<file path="src/rtl/comp_frame_trailer_pkg.sv">
`default_nettype none
// +----------------------------------------------------------------------+
// | Module   : comp_frame_trailer_pkg                                    |
// | Brief    : Shared constants, trailer fields, FSM states and the      |
// |            trailer packing helper for the frame trailer stage.       |
// | Revision : 1.0 - initial release                                     |
// +----------------------------------------------------------------------+
package comp_frame_trailer_pkg;

  localparam int          AXI_DATA_BITS  = 512;
  localparam logic [31:0] FRAME_MAGIC    = 32'h475A_4631;
  localparam int          TRAILER_BYTES  = 64;

  // Byte offsets of the trailer fields inside the 64-byte beat.
  localparam int TRL_MAGIC_OFS = 0;
  localparam int TRL_LEN_OFS   = 4;
  localparam int TRL_IDX_OFS   = 8;
  localparam int TRL_FLAGS_OFS = 12;

  // Bit positions inside the flags byte.
  localparam int TRL_FLAG_SAT   = 0;
  localparam int TRL_FLAG_EMPTY = 1;

  typedef struct packed {
    logic [31:0] magic;
    logic [31:0] len;
    logic [31:0] idx;
    logic [7:0]  flags;
  } trailer_t;

  typedef enum logic [0:0] {
    ST_PASS    = 1'b0,
    ST_TRAILER = 1'b1
  } state_t;

  // Place the trailer fields at their little-endian byte offsets; all
  // remaining bytes stay zero.
  function automatic logic [TRAILER_BYTES*8-1:0] pack_trailer(input trailer_t t);
    logic [TRAILER_BYTES*8-1:0] beat;
    beat = '0;
    beat[TRL_MAGIC_OFS*8 +: 32] = t.magic;
    beat[TRL_LEN_OFS*8   +: 32] = t.len;
    beat[TRL_IDX_OFS*8   +: 32] = t.idx;
    beat[TRL_FLAGS_OFS*8 +: 8]  = t.flags;
    return beat;
  endfunction

endpackage
`default_nettype wire

</file>
<file path="src/rtl/comp_frame_trailer_if.sv">
`default_nettype none
// +----------------------------------------------------------------------+
// | Module   : comp_frame_trailer_if                                     |
// | Brief    : AXI4-Stream bundle (tdata/tkeep/tlast/tvalid/tready) with |
// |            master (m) and slave (s) views.                           |
// | Revision : 1.0 - initial release                                     |
// +----------------------------------------------------------------------+
interface comp_frame_trailer_if
  import comp_frame_trailer_pkg::*;
#(
  parameter int DATA_BITS = AXI_DATA_BITS
);
  logic [DATA_BITS-1:0]   tdata;
  logic [DATA_BITS/8-1:0] tkeep;
  logic                   tlast;
  logic                   tvalid;
  logic                   tready;

  modport m (output tdata, output tkeep, output tlast, output tvalid, input  tready);
  modport s (input  tdata, input  tkeep, input  tlast, input  tvalid, output tready);
endinterface
`default_nettype wire

</file>
<file path="src/rtl/comp_frame_trailer_keep_popcount.sv">
`default_nettype none
// +----------------------------------------------------------------------+
// | Module   : comp_frame_trailer_keep_popcount                          |
// | Brief    : Combinational count of set bits in a 64-bit tkeep.        |
// | Revision : 1.0 - initial release                                     |
// +----------------------------------------------------------------------+
module comp_frame_trailer_keep_popcount (
  input  logic [63:0] keep,
  output logic [6:0]  count
);

  // Sum every lane enable; holes in tkeep are counted as they are.
  always_comb begin
    count = '0;
    for (int i = 0; i < 64; i++) begin
      count = count + {6'd0, keep[i]};
    end
  end

endmodule
`default_nettype wire

</file>
<file path="src/rtl/comp_frame_trailer.sv">
`default_nettype none
// +----------------------------------------------------------------------+
// | Module   : comp_frame_trailer                                        |
// | Brief    : Forwards compressed beats with tlast stripped and appends |
// |            one 64-byte trailer beat (magic, length, index, flags)    |
// |            carrying tlast after every frame.                         |
// | Revision : 1.0 - initial release                                     |
// +----------------------------------------------------------------------+
module comp_frame_trailer
  import comp_frame_trailer_pkg::*;
#(
  parameter int          DATA_BITS = AXI_DATA_BITS,
  parameter logic [31:0] MAGIC     = FRAME_MAGIC
) (
  input  logic            clk,
  input  logic            rst_n,
  comp_frame_trailer_if.s axis_input,
  comp_frame_trailer_if.m axis_output,
  output logic [31:0]     frame_count
);

  localparam int KEEP_BITS = DATA_BITS / 8;

  state_t      r_state;
  logic [31:0] r_byte_cnt;
  logic        r_sat;
  logic [31:0] r_frame_idx;
  logic [31:0] r_frame_count;

  logic        w_slot_free;
  logic        w_accept;
  logic [6:0]  w_beat_bytes;
  logic [32:0] w_sum;
  logic        w_overflow;
  logic [31:0] w_next_cnt;
  trailer_t    w_trailer;

  // The output register can take a new beat when empty or draining now.
  assign w_slot_free       = !axis_output.tvalid || axis_output.tready;
  assign axis_input.tready = rst_n && (r_state == ST_PASS) && w_slot_free;
  assign w_accept          = axis_input.tvalid && axis_input.tready;

  comp_frame_trailer_keep_popcount u_keep_popcount (
    .keep  (axis_input.tkeep),
    .count (w_beat_bytes)
  );

  // Saturating byte count: a carry out pins the count at all ones.
  assign w_sum      = {1'b0, r_byte_cnt} + {26'd0, w_beat_bytes};
  assign w_overflow = w_sum[32];
  assign w_next_cnt = w_overflow ? 32'hFFFF_FFFF : w_sum[31:0];

  assign frame_count = r_frame_count;

  // Assemble the trailer fields from the running frame statistics.
  always_comb begin
    w_trailer                       = '0;
    w_trailer.magic                 = MAGIC;
    w_trailer.len                   = r_byte_cnt;
    w_trailer.idx                   = r_frame_idx;
    w_trailer.flags[TRL_FLAG_SAT]   = r_sat;
    w_trailer.flags[TRL_FLAG_EMPTY] = (r_byte_cnt == 32'd0);
  end

  // Frame FSM, counters and the single output register.
  always_ff @(posedge clk) begin
    if (!rst_n) begin
      r_state            <= ST_PASS;
      r_byte_cnt         <= '0;
      r_sat              <= 1'b0;
      r_frame_idx        <= '0;
      r_frame_count      <= '0;
      axis_output.tvalid <= 1'b0;
      axis_output.tlast  <= 1'b0;
      axis_output.tkeep  <= '0;
      axis_output.tdata  <= '0;
    end else begin
      case (r_state)
        ST_PASS: begin
          if (w_accept) begin
            axis_output.tdata  <= axis_input.tdata;
            axis_output.tkeep  <= axis_input.tkeep;
            axis_output.tlast  <= 1'b0;
            axis_output.tvalid <= 1'b1;
            r_byte_cnt         <= w_next_cnt;
            if (w_overflow) begin
              r_sat <= 1'b1;
            end
            if (axis_input.tlast) begin
              r_state <= ST_TRAILER;
            end
          end else if (w_slot_free) begin
            axis_output.tvalid <= 1'b0;
          end
        end
        ST_TRAILER: begin
          if (w_slot_free) begin
            axis_output.tdata  <= pack_trailer(w_trailer);
            axis_output.tkeep  <= {KEEP_BITS{1'b1}};
            axis_output.tlast  <= 1'b1;
            axis_output.tvalid <= 1'b1;
            r_byte_cnt         <= '0;
            r_sat              <= 1'b0;
            r_frame_idx        <= r_frame_idx + 32'd1;
            r_frame_count      <= r_frame_count + 32'd1;
            r_state            <= ST_PASS;
          end
        end
        default: r_state <= ST_PASS;
      endcase
    end
  end

endmodule
`default_nettype wire

</file>
<file path="src/flat_wrapper.sv">
// flat-port wrapper written by rule: the top's interface ports become plain ports
module comp_frame_trailer_flat import comp_frame_trailer_pkg::*;
#(
  parameter int          DATA_BITS = AXI_DATA_BITS,
  parameter logic [31:0] MAGIC     = FRAME_MAGIC
)
  (clk, rst_n, frame_count, axis_input_tdata, axis_input_tkeep, axis_input_tlast, axis_input_tvalid, axis_input_tready, axis_output_tdata, axis_output_tkeep, axis_output_tlast, axis_output_tvalid, axis_output_tready);
  comp_frame_trailer_if #(.DATA_BITS(DATA_BITS)) axis_input_i ();
  comp_frame_trailer_if #(.DATA_BITS(DATA_BITS)) axis_output_i ();
  input  logic clk;
  input  logic rst_n;
  output logic [31:0] frame_count;
  input wire logic [$bits(axis_input_i.tdata)-1:0] axis_input_tdata;
  input wire logic [$bits(axis_input_i.tkeep)-1:0] axis_input_tkeep;
  input wire logic [$bits(axis_input_i.tlast)-1:0] axis_input_tlast;
  input wire logic [$bits(axis_input_i.tvalid)-1:0] axis_input_tvalid;
  output wire logic [$bits(axis_input_i.tready)-1:0] axis_input_tready;
  output wire logic [$bits(axis_output_i.tdata)-1:0] axis_output_tdata;
  output wire logic [$bits(axis_output_i.tkeep)-1:0] axis_output_tkeep;
  output wire logic [$bits(axis_output_i.tlast)-1:0] axis_output_tlast;
  output wire logic [$bits(axis_output_i.tvalid)-1:0] axis_output_tvalid;
  input wire logic [$bits(axis_output_i.tready)-1:0] axis_output_tready;
  assign axis_input_i.tdata = axis_input_tdata;
  assign axis_input_i.tkeep = axis_input_tkeep;
  assign axis_input_i.tlast = axis_input_tlast;
  assign axis_input_i.tvalid = axis_input_tvalid;
  assign axis_input_tready = axis_input_i.tready;
  assign axis_output_tdata = axis_output_i.tdata;
  assign axis_output_tkeep = axis_output_i.tkeep;
  assign axis_output_tlast = axis_output_i.tlast;
  assign axis_output_tvalid = axis_output_i.tvalid;
  assign axis_output_i.tready = axis_output_tready;
  comp_frame_trailer #(.DATA_BITS(DATA_BITS), .MAGIC(MAGIC)) u_core (.clk(clk), .rst_n(rst_n), .axis_input(axis_input_i), .axis_output(axis_output_i), .frame_count(frame_count));
endmodule
</file>
<file path="config.mk">
export PLATFORM = sky130hd
export DESIGN_NAME = comp_frame_trailer_flat
export DESIGN_NICKNAME = d
export VERILOG_FILES = /design/src/rtl/comp_frame_trailer_pkg.sv /design/src/rtl/comp_frame_trailer_if.sv /design/src/rtl/comp_frame_trailer_keep_popcount.sv /design/src/rtl/comp_frame_trailer.sv /design/src/flat_wrapper.sv
export SDC_FILE = /design/constraint.sdc
export NUM_CORES = 1
export LEC_CHECK = 0
export BUFFER_PORTS_ARGS = -buffer_cell sky130_fd_sc_hd__buf_4
export CELL_PAD_IN_SITES_DETAIL_PLACEMENT = 0
export CELL_PAD_IN_SITES_GLOBAL_PLACEMENT = 1
export CORE_AREA = 2 2 465 467
export DETAILED_ROUTE_END_ITERATION = 12
export DIE_AREA = 0 0 467 469
export PLACE_DENSITY_LB_ADDON = 0.1
export SLEW_MARGIN = 20
export SYNTH_ARGS = -nofsm -noshare
export SYNTH_HDL_FRONTEND = slang
export SYNTH_HIERARCHICAL = 1
export SYNTH_SLANG_ARGS = --single-unit
</file>
<file path="constraint.sdc">
create_clock -name clk -period 10.25 [get_ports clk]
set_input_delay 1.5375 -clock clk [delete_from_list [all_inputs] [get_ports clk]]
set_output_delay 1.5375 -clock clk [all_outputs]
set_load 0.05 [all_outputs]
</file>
# == After elaboration in Yosys (flattened, before gate mapping) ==
# Cells that the tools add are included.
# totals
latchBits,0
inputBits,581
register_bits,676
ramBits,0
n_memories,0
romBits,0
# op_classes
div_mod_pow,0
eq_ne,4
shift,0
multipliers,0
add_sub_neg,66
magnitude_cmp,0
n_reduce_logical,10
mux,23
n_bitwise,1
# ops
op,n
$mux W512,2
$pmux W512 S2,1
$add A7 B1 Y7,57
$mux W64,2
$pmux W64 S2,1
$mux W32,3
$add A32 B1 Y32 const B,2
$pmux W32 S2,1
$add A32 B7 Y33,1
$logic_not A32 Y1,1
$mux W1,9
$pmux W1 S2,4
$add A6 B1 Y7,1
$add A5 B1 Y6,1
$reduce_and A2 Y1,3
$add A4 B1 Y5,1
$add A3 B1 Y4,1
$ne A2 B1 Y1 const B,2
$add A2 B1 Y3,1
$logic_and A1 B1 Y1,3
$ne A3 B1 Y1 const B,1
$reduce_and A3 Y1,1
$add A1 B1 Y2,1
$ne A2 B2 Y1 const B,1
other kinds (3),3

# == Longest topological paths before layout ==
# depth
ltp_word,67
depth_mapped,27
ltp_nobuf,26

# == Cells and area by module ==
# Netlist, hierarchy kept.
# by_module_without_submodules
mod,seq_area_each_um2,instances,area_per_inst_um2,cells_each
comp_frame_trailer,13533.0,1,24765.0,2653
comp_frame_trailer_keep_popcount,0.0,1,1729.2,172

# == Worst setup path after synthesis ==
# OpenSTA, ideal clock, no wires.
# synth_path
path_type,input port to flip-flop
startpoint,input port axis_input_tkeep[59]
endpoint,register u_core.r_byte_cnt[18]
required_time_ns,10.176
path_stages,26
setup_ns,0.074
path_buffers,1
setup_slack_ns,1.838
arrival_time_ns,8.338
path_cell_list,inv_1 -> fa_1 -> fa_1 -> inv_1 -> fa_1 -> inv_1 -> fa_1 -> inv_1 -> fa_1 -> inv_1 -> fa_1 -> fa_1 -> fa_1 -> inv_1 -> ha_1 -> fa_1 -> a211o_2 -> a21oi_1 -> o21bai_1 -> ha_1 -> o211ai_1 -> nor4_4 -> and3_1 -> nand3_1 -> buf_2 -> a31oi_1
# synth_between
elab_chain_len,9
# synth_rtl
element,line_no,source
from (decl),flat_wrapper.sv:14,input wire logic [$bits(axis_input_i.tkeep)-1:0] axis_input_tkeep;
$add A7 B1 Y7 (5 in a row),comp_frame_trailer_keep_popcount.sv:16,"count = count + {6'd0, keep[i]};"
net u_core.w_beat_bytes[6],comp_frame_trailer.sv:32,logic [6:0] w_beat_bytes;
$add A32 B7 Y33,comp_frame_trailer.sv:49,"assign w_sum = {1'b0, r_byte_cnt} + {26'd0, w_beat_bytes};"
$mux W32,comp_frame_trailer.sv:51,assign w_next_cnt = w_overflow ? 32'hFFFF_FFFF : w_sum[31:0];
$mux W32,comp_frame_trailer.sv:80,if (w_accept) begin
$pmux W32 S2,comp_frame_trailer.sv:78,case (r_state)
to (signal assigned),comp_frame_trailer.sv:85,r_byte_cnt <= w_next_cnt;
to (decl),comp_frame_trailer.sv:25,logic [31:0] r_byte_cnt;
# The timed path passes the listed nets, and every way through them passes these cells. The select of a mux whose other input is x is not followed.
# A chain may end at the register's enable or synchronous reset.

# == Worst setup path after layout ==
# layout_path
startpoint,input port axis_input_tkeep[59]
endpoint,register u_core.r_sat
# layout_between
elab_chain_len,8
# layout_rtl
element,line_no,source
$add A7 B1 Y7 (5 in a row),comp_frame_trailer_keep_popcount.sv:16,
net u_core.w_beat_bytes[6],comp_frame_trailer.sv:32,
$add A32 B7 Y33,comp_frame_trailer.sv:49,
$ne A2 B1 Y1 (no line),-,
$reduce_and A3 Y1 (no line),-,
to (signal assigned),comp_frame_trailer.sv:70,r_sat <= 1'b0;
to (signal assigned),comp_frame_trailer.sv:87,r_sat <= 1'b1;
to (signal assigned),comp_frame_trailer.sv:103,r_sat <= 1'b0;
to (decl),comp_frame_trailer.sv:26,logic r_sat;
# The timed path passes the listed nets, and every way through them passes these cells.

==> impl_metrics.csv <==
group,metric,value,unit
power,p_seq_frac,0.250,
power,clockPowerShare,0.308,
setup_path,crit_path_frequent_cell,"fa_1",
placed_design,placed_area,38300,um2
timing,setup_tns,0,ns
grt,grt_max_degree,161,
detailed_routing,drc,0,
placed_design,portBuffers,1191,
setup_path,start_kind,"primary input",
detailed_routing,routed_wl,171000,um
setup_path,critical_path.reg2reg.startpoint,"u_core/r_state$_SDFF_PN0_",
finish,final_cell_mix,"1210 x buf_4, 675 x dfxtp_1, 655 x nor2_1, 435 x a22oi_1, 100 x clkbuf_16",
cts,cts_tree,"built",
hold_path,worstHoldPathCells,2,
synthesis,synth_fp_nets,3485,
synthesis,synth_area,26500,um2
setup_path,endpoint_kind,"flop",
placed_design,place.gp.congestion,0.729,
grt,grt_antenna_before_repair,73,
power,powerDensity,275,nW/um2
hold_path,hold_class,"flop to flop",
setup_path,r2r_cells,5,
setup_path,critical-path-top-delay-family,"adder cells",
placed_design,post-dp-hpwl,130000,um
grt,gr-total-overflow,0,
finish,design_area,41500,um2
setup_path,critPathKind,"primary input to flop",
cts,numCtsBuffers,98,
synthesis,ys_warn_count,6,
setup_path,worstPathArrival,9.49,ns
detailed_routing,ant_nets,0,
cts,clkTransAtPathRegs,0.05,ns
timing,slew_violations,0,
timing,finClkSkew,0.0194,ns
synthesis,synth-edff-count,0,
floorplanning,die_h,469,um
grt,grt_pass1_wl,228000,um
power,pwr-share-comb,0.442,
synthesis,syn_area_per_cell,9.38,um2
setup_path,required,10.89,ns
grt,grt_pass1_vias,25900,
floorplanning,ios,1192,
detailed_routing,drt-initial-drc-count,1167,
synthesis,netlist_top_cells_area,"dfxtp_1 51%, a22oi_1 12%, nor2_1 9.3%",
flow_run,max_cap_viol_count,0,
cts,hold_buffers,0,
floorplanning,die_width,467,um
cts,clk_latency,0.72,ns
synthesis,synth_seq_cells,676,
timing,rsz0062_at_grt,"no",
power,vdd_drop_max,482,uV
detailed_routing,vias,25700,
cts,cts_root_buf,"clkbuf_16",
timing,max_freq,113,MHz
timing,fin_crit_sh,0.864,
detailed_routing,first_pass_iters,7,
synthesis,synth_cell_types,66,
power,swShare,0.394,
floorplanning,fp-row-count,170,
floorplanning,core_area,214000,um2
timing,finalHoldViolations,0,
detailed_routing,wl_per_cell,25.1,um
finish,nNetsFinal,4558,
finish,area_delta_synth_final,56.8,%
power,p_leak,17.5,nW
synthesis,async_flop_share,0,
floorplanning,initial_utilization,0.124,
detailed_routing,viasPerCell,3.77,
setup_path,r2r-end,"u_core/axis_output.tkeep[16]$_SDFFE_PN0P_",
timing,setup_violations,0,
cts,cts_resized,0,
setup_path,path_buf_inv,8,
timing,worst_pin_slew,1.17,ns
hold_path,hold_path_end,"u_core/axis_output.tdata[49]$_SDFFE_PN0P_",
synthesis,yosysTopAreaCell,"dfxtp_1",
hold_path,holdCritStartpoint,"u_core/axis_output.tdata[49]$_SDFFE_PN0P_",
cts,cts.sinks,676,
timing,fin_crit,8.86,ns
cts,post_cts_buffers,0,
floorplanning,die_area,219000,um2
setup_path,crit_fanout,13,
timing,relSlewSlack,0.222,
setup_path,critPathSlowestCell,"fa_1",
power,p_switching,4.50,mW
grt,grtUsageTotal,0.149,
synthesis,synth_top_area_share,0.511,
synthesis,synthFlopType,"dfxtp_1",
finish,drive_gt1_frac,0.349,
cts,clockBufferDepth,3,
power,p_int,6.93,mW
synthesis,synth.yosys.seq_area_share,0.511,
setup_path,cpPeakStageDelay,0.54,ns
cts,htree_levels,3,
status,status,"completed",
finish,final_common_cell,"buf_4",
synthesis,synth_cells,2825,
setup_path,reg2reg_slack,6.66,ns
-- state kept, by name, indices dropped and copies added (netlist names) --
signal                     cells
u_core/r_sat                   1
u_core/axis_output.tvalid      1
u_core/r_state                 1
u_core/axis_output.tdata     512
u_core/r_byte_cnt             32
u_core/axis_output.tlast       1
u_core/axis_output.tkeep      64
u_core/frame_count            32
u_core/r_frame_idx            32
-- kinds of logic (layout without fill, tap and decap cells) --
kind of cell / Yosys count / count (layout) / synth area share
AO/OA/AOI/OAI: 695 / 695 / 0.189
XOR/XNOR: 54 / 54 / 0.0179
adder cells (fa/ha/maj): 79 / 79 / 0.0529
buffers and inverters: 339 / 1485 / 0.0535
flip-flops: 676 / 676 / 0.511
multiplexers: 75 / 75 / 0.0284
other: 0 / 15 / 0
AND/OR/NAND/NOR: 907 / 907 / 0.147
-- worst min-delay path: stages, from the launching register on --
cell,delay (ns)
dfxtp_1,0.31
nor2_1,0.09
a211oi_1,0.05
-- power groups by stage --
stage                     clock network [mW]  registers [mW]  logic (mW)
after floorplan                            0            3.35        3.26
after global placement                     0            2.92        5.25
after detailed placement                   0            2.92        5.22
after CTS                               3.71            2.86        5.25
after global routing                    3.79            2.88        5.75
final                                   3.52            2.86        5.05
-- layout make-up --
type | instances | area, um2
Inverter | 96 | 368
Fill cell | 23800 | 172000
Sequential cell | 676 | 13500
Clock inverter | 23 | 278
Antenna cell | 15 | 37.5
Tap cell | 2838 | 3550
Clock buffer | 150 | 2960
Timing Repair Buffer | 1216 | 9200
Multi-Input combinational cell | 1810 | 11600
-- worst max-delay path by stage --
stage | end | start | cells after the start
CTS | u_core/r_sat$_SDFFE_PN0P_ | axis_input_tkeep[59] | 27
detailed placement | u_core/r_sat$_SDFFE_PN0P_ | axis_input_tkeep[59] | 27
floorplan | u_core/r_byte_cnt[18]$_SDFFE_PN0P_ | axis_input_tkeep[59] | 26
finish | u_core/r_sat$_SDFFE_PN0P_ | axis_input_tkeep[59] | 27
global route | u_core/r_sat$_SDFFE_PN0P_ | axis_input_tkeep[59] | 27
global placement | u_core/r_sat$_SDFFE_PN0P_ | axis_input_tkeep[59] | 27
-- synthesized netlist by cell type (all sizes together) (19+ instances only) --
master,n
dfxtp,676
nand4,37
xnor2,19
o21ai,19
ha,24
a22oi,435
a211oi,70
nand2,68
a31oi,21
buf,126
fa,55
inv,96
mux2i,74
o22ai,78
xor2,35
nor2,656
nor4,23
and3,23
a21oi,30
nand3,38
clkbuf,117
-- metrics by stage --
stage | hold WS, ns | setup WS, ns | cells | utilization | power [mW]
6_report | 0.498 | 1.39 | 6824 | 0.194 | 11.4
5_1_grt | 0.519 | 1.03 | 6816 | 0.194 | 12.4
4_1_cts | 0.502 | 1.39 | 6809 | 0.194 | 11.8
3_5_place_dp | 0.494 | 0.584 | 6636 | 0.179 | 8.14
3_3_place_gp | 0.480 | 0.584 | 6636 | 0.179 | 8.17
2_1_floorplan | 0.425 | 1.84 | 2825 | - | 6.61
-- routing by layer --
layer	track usage	vias up	routed length, um
li1	-	12200	-
met1	0.154	12300	61300
met2	0.266	904	87800
met3	0.0669	236	16900
met4	0.0512	70	4700
met5	0	-	437
Note: power is estimated with default switching activity, not from simulation.
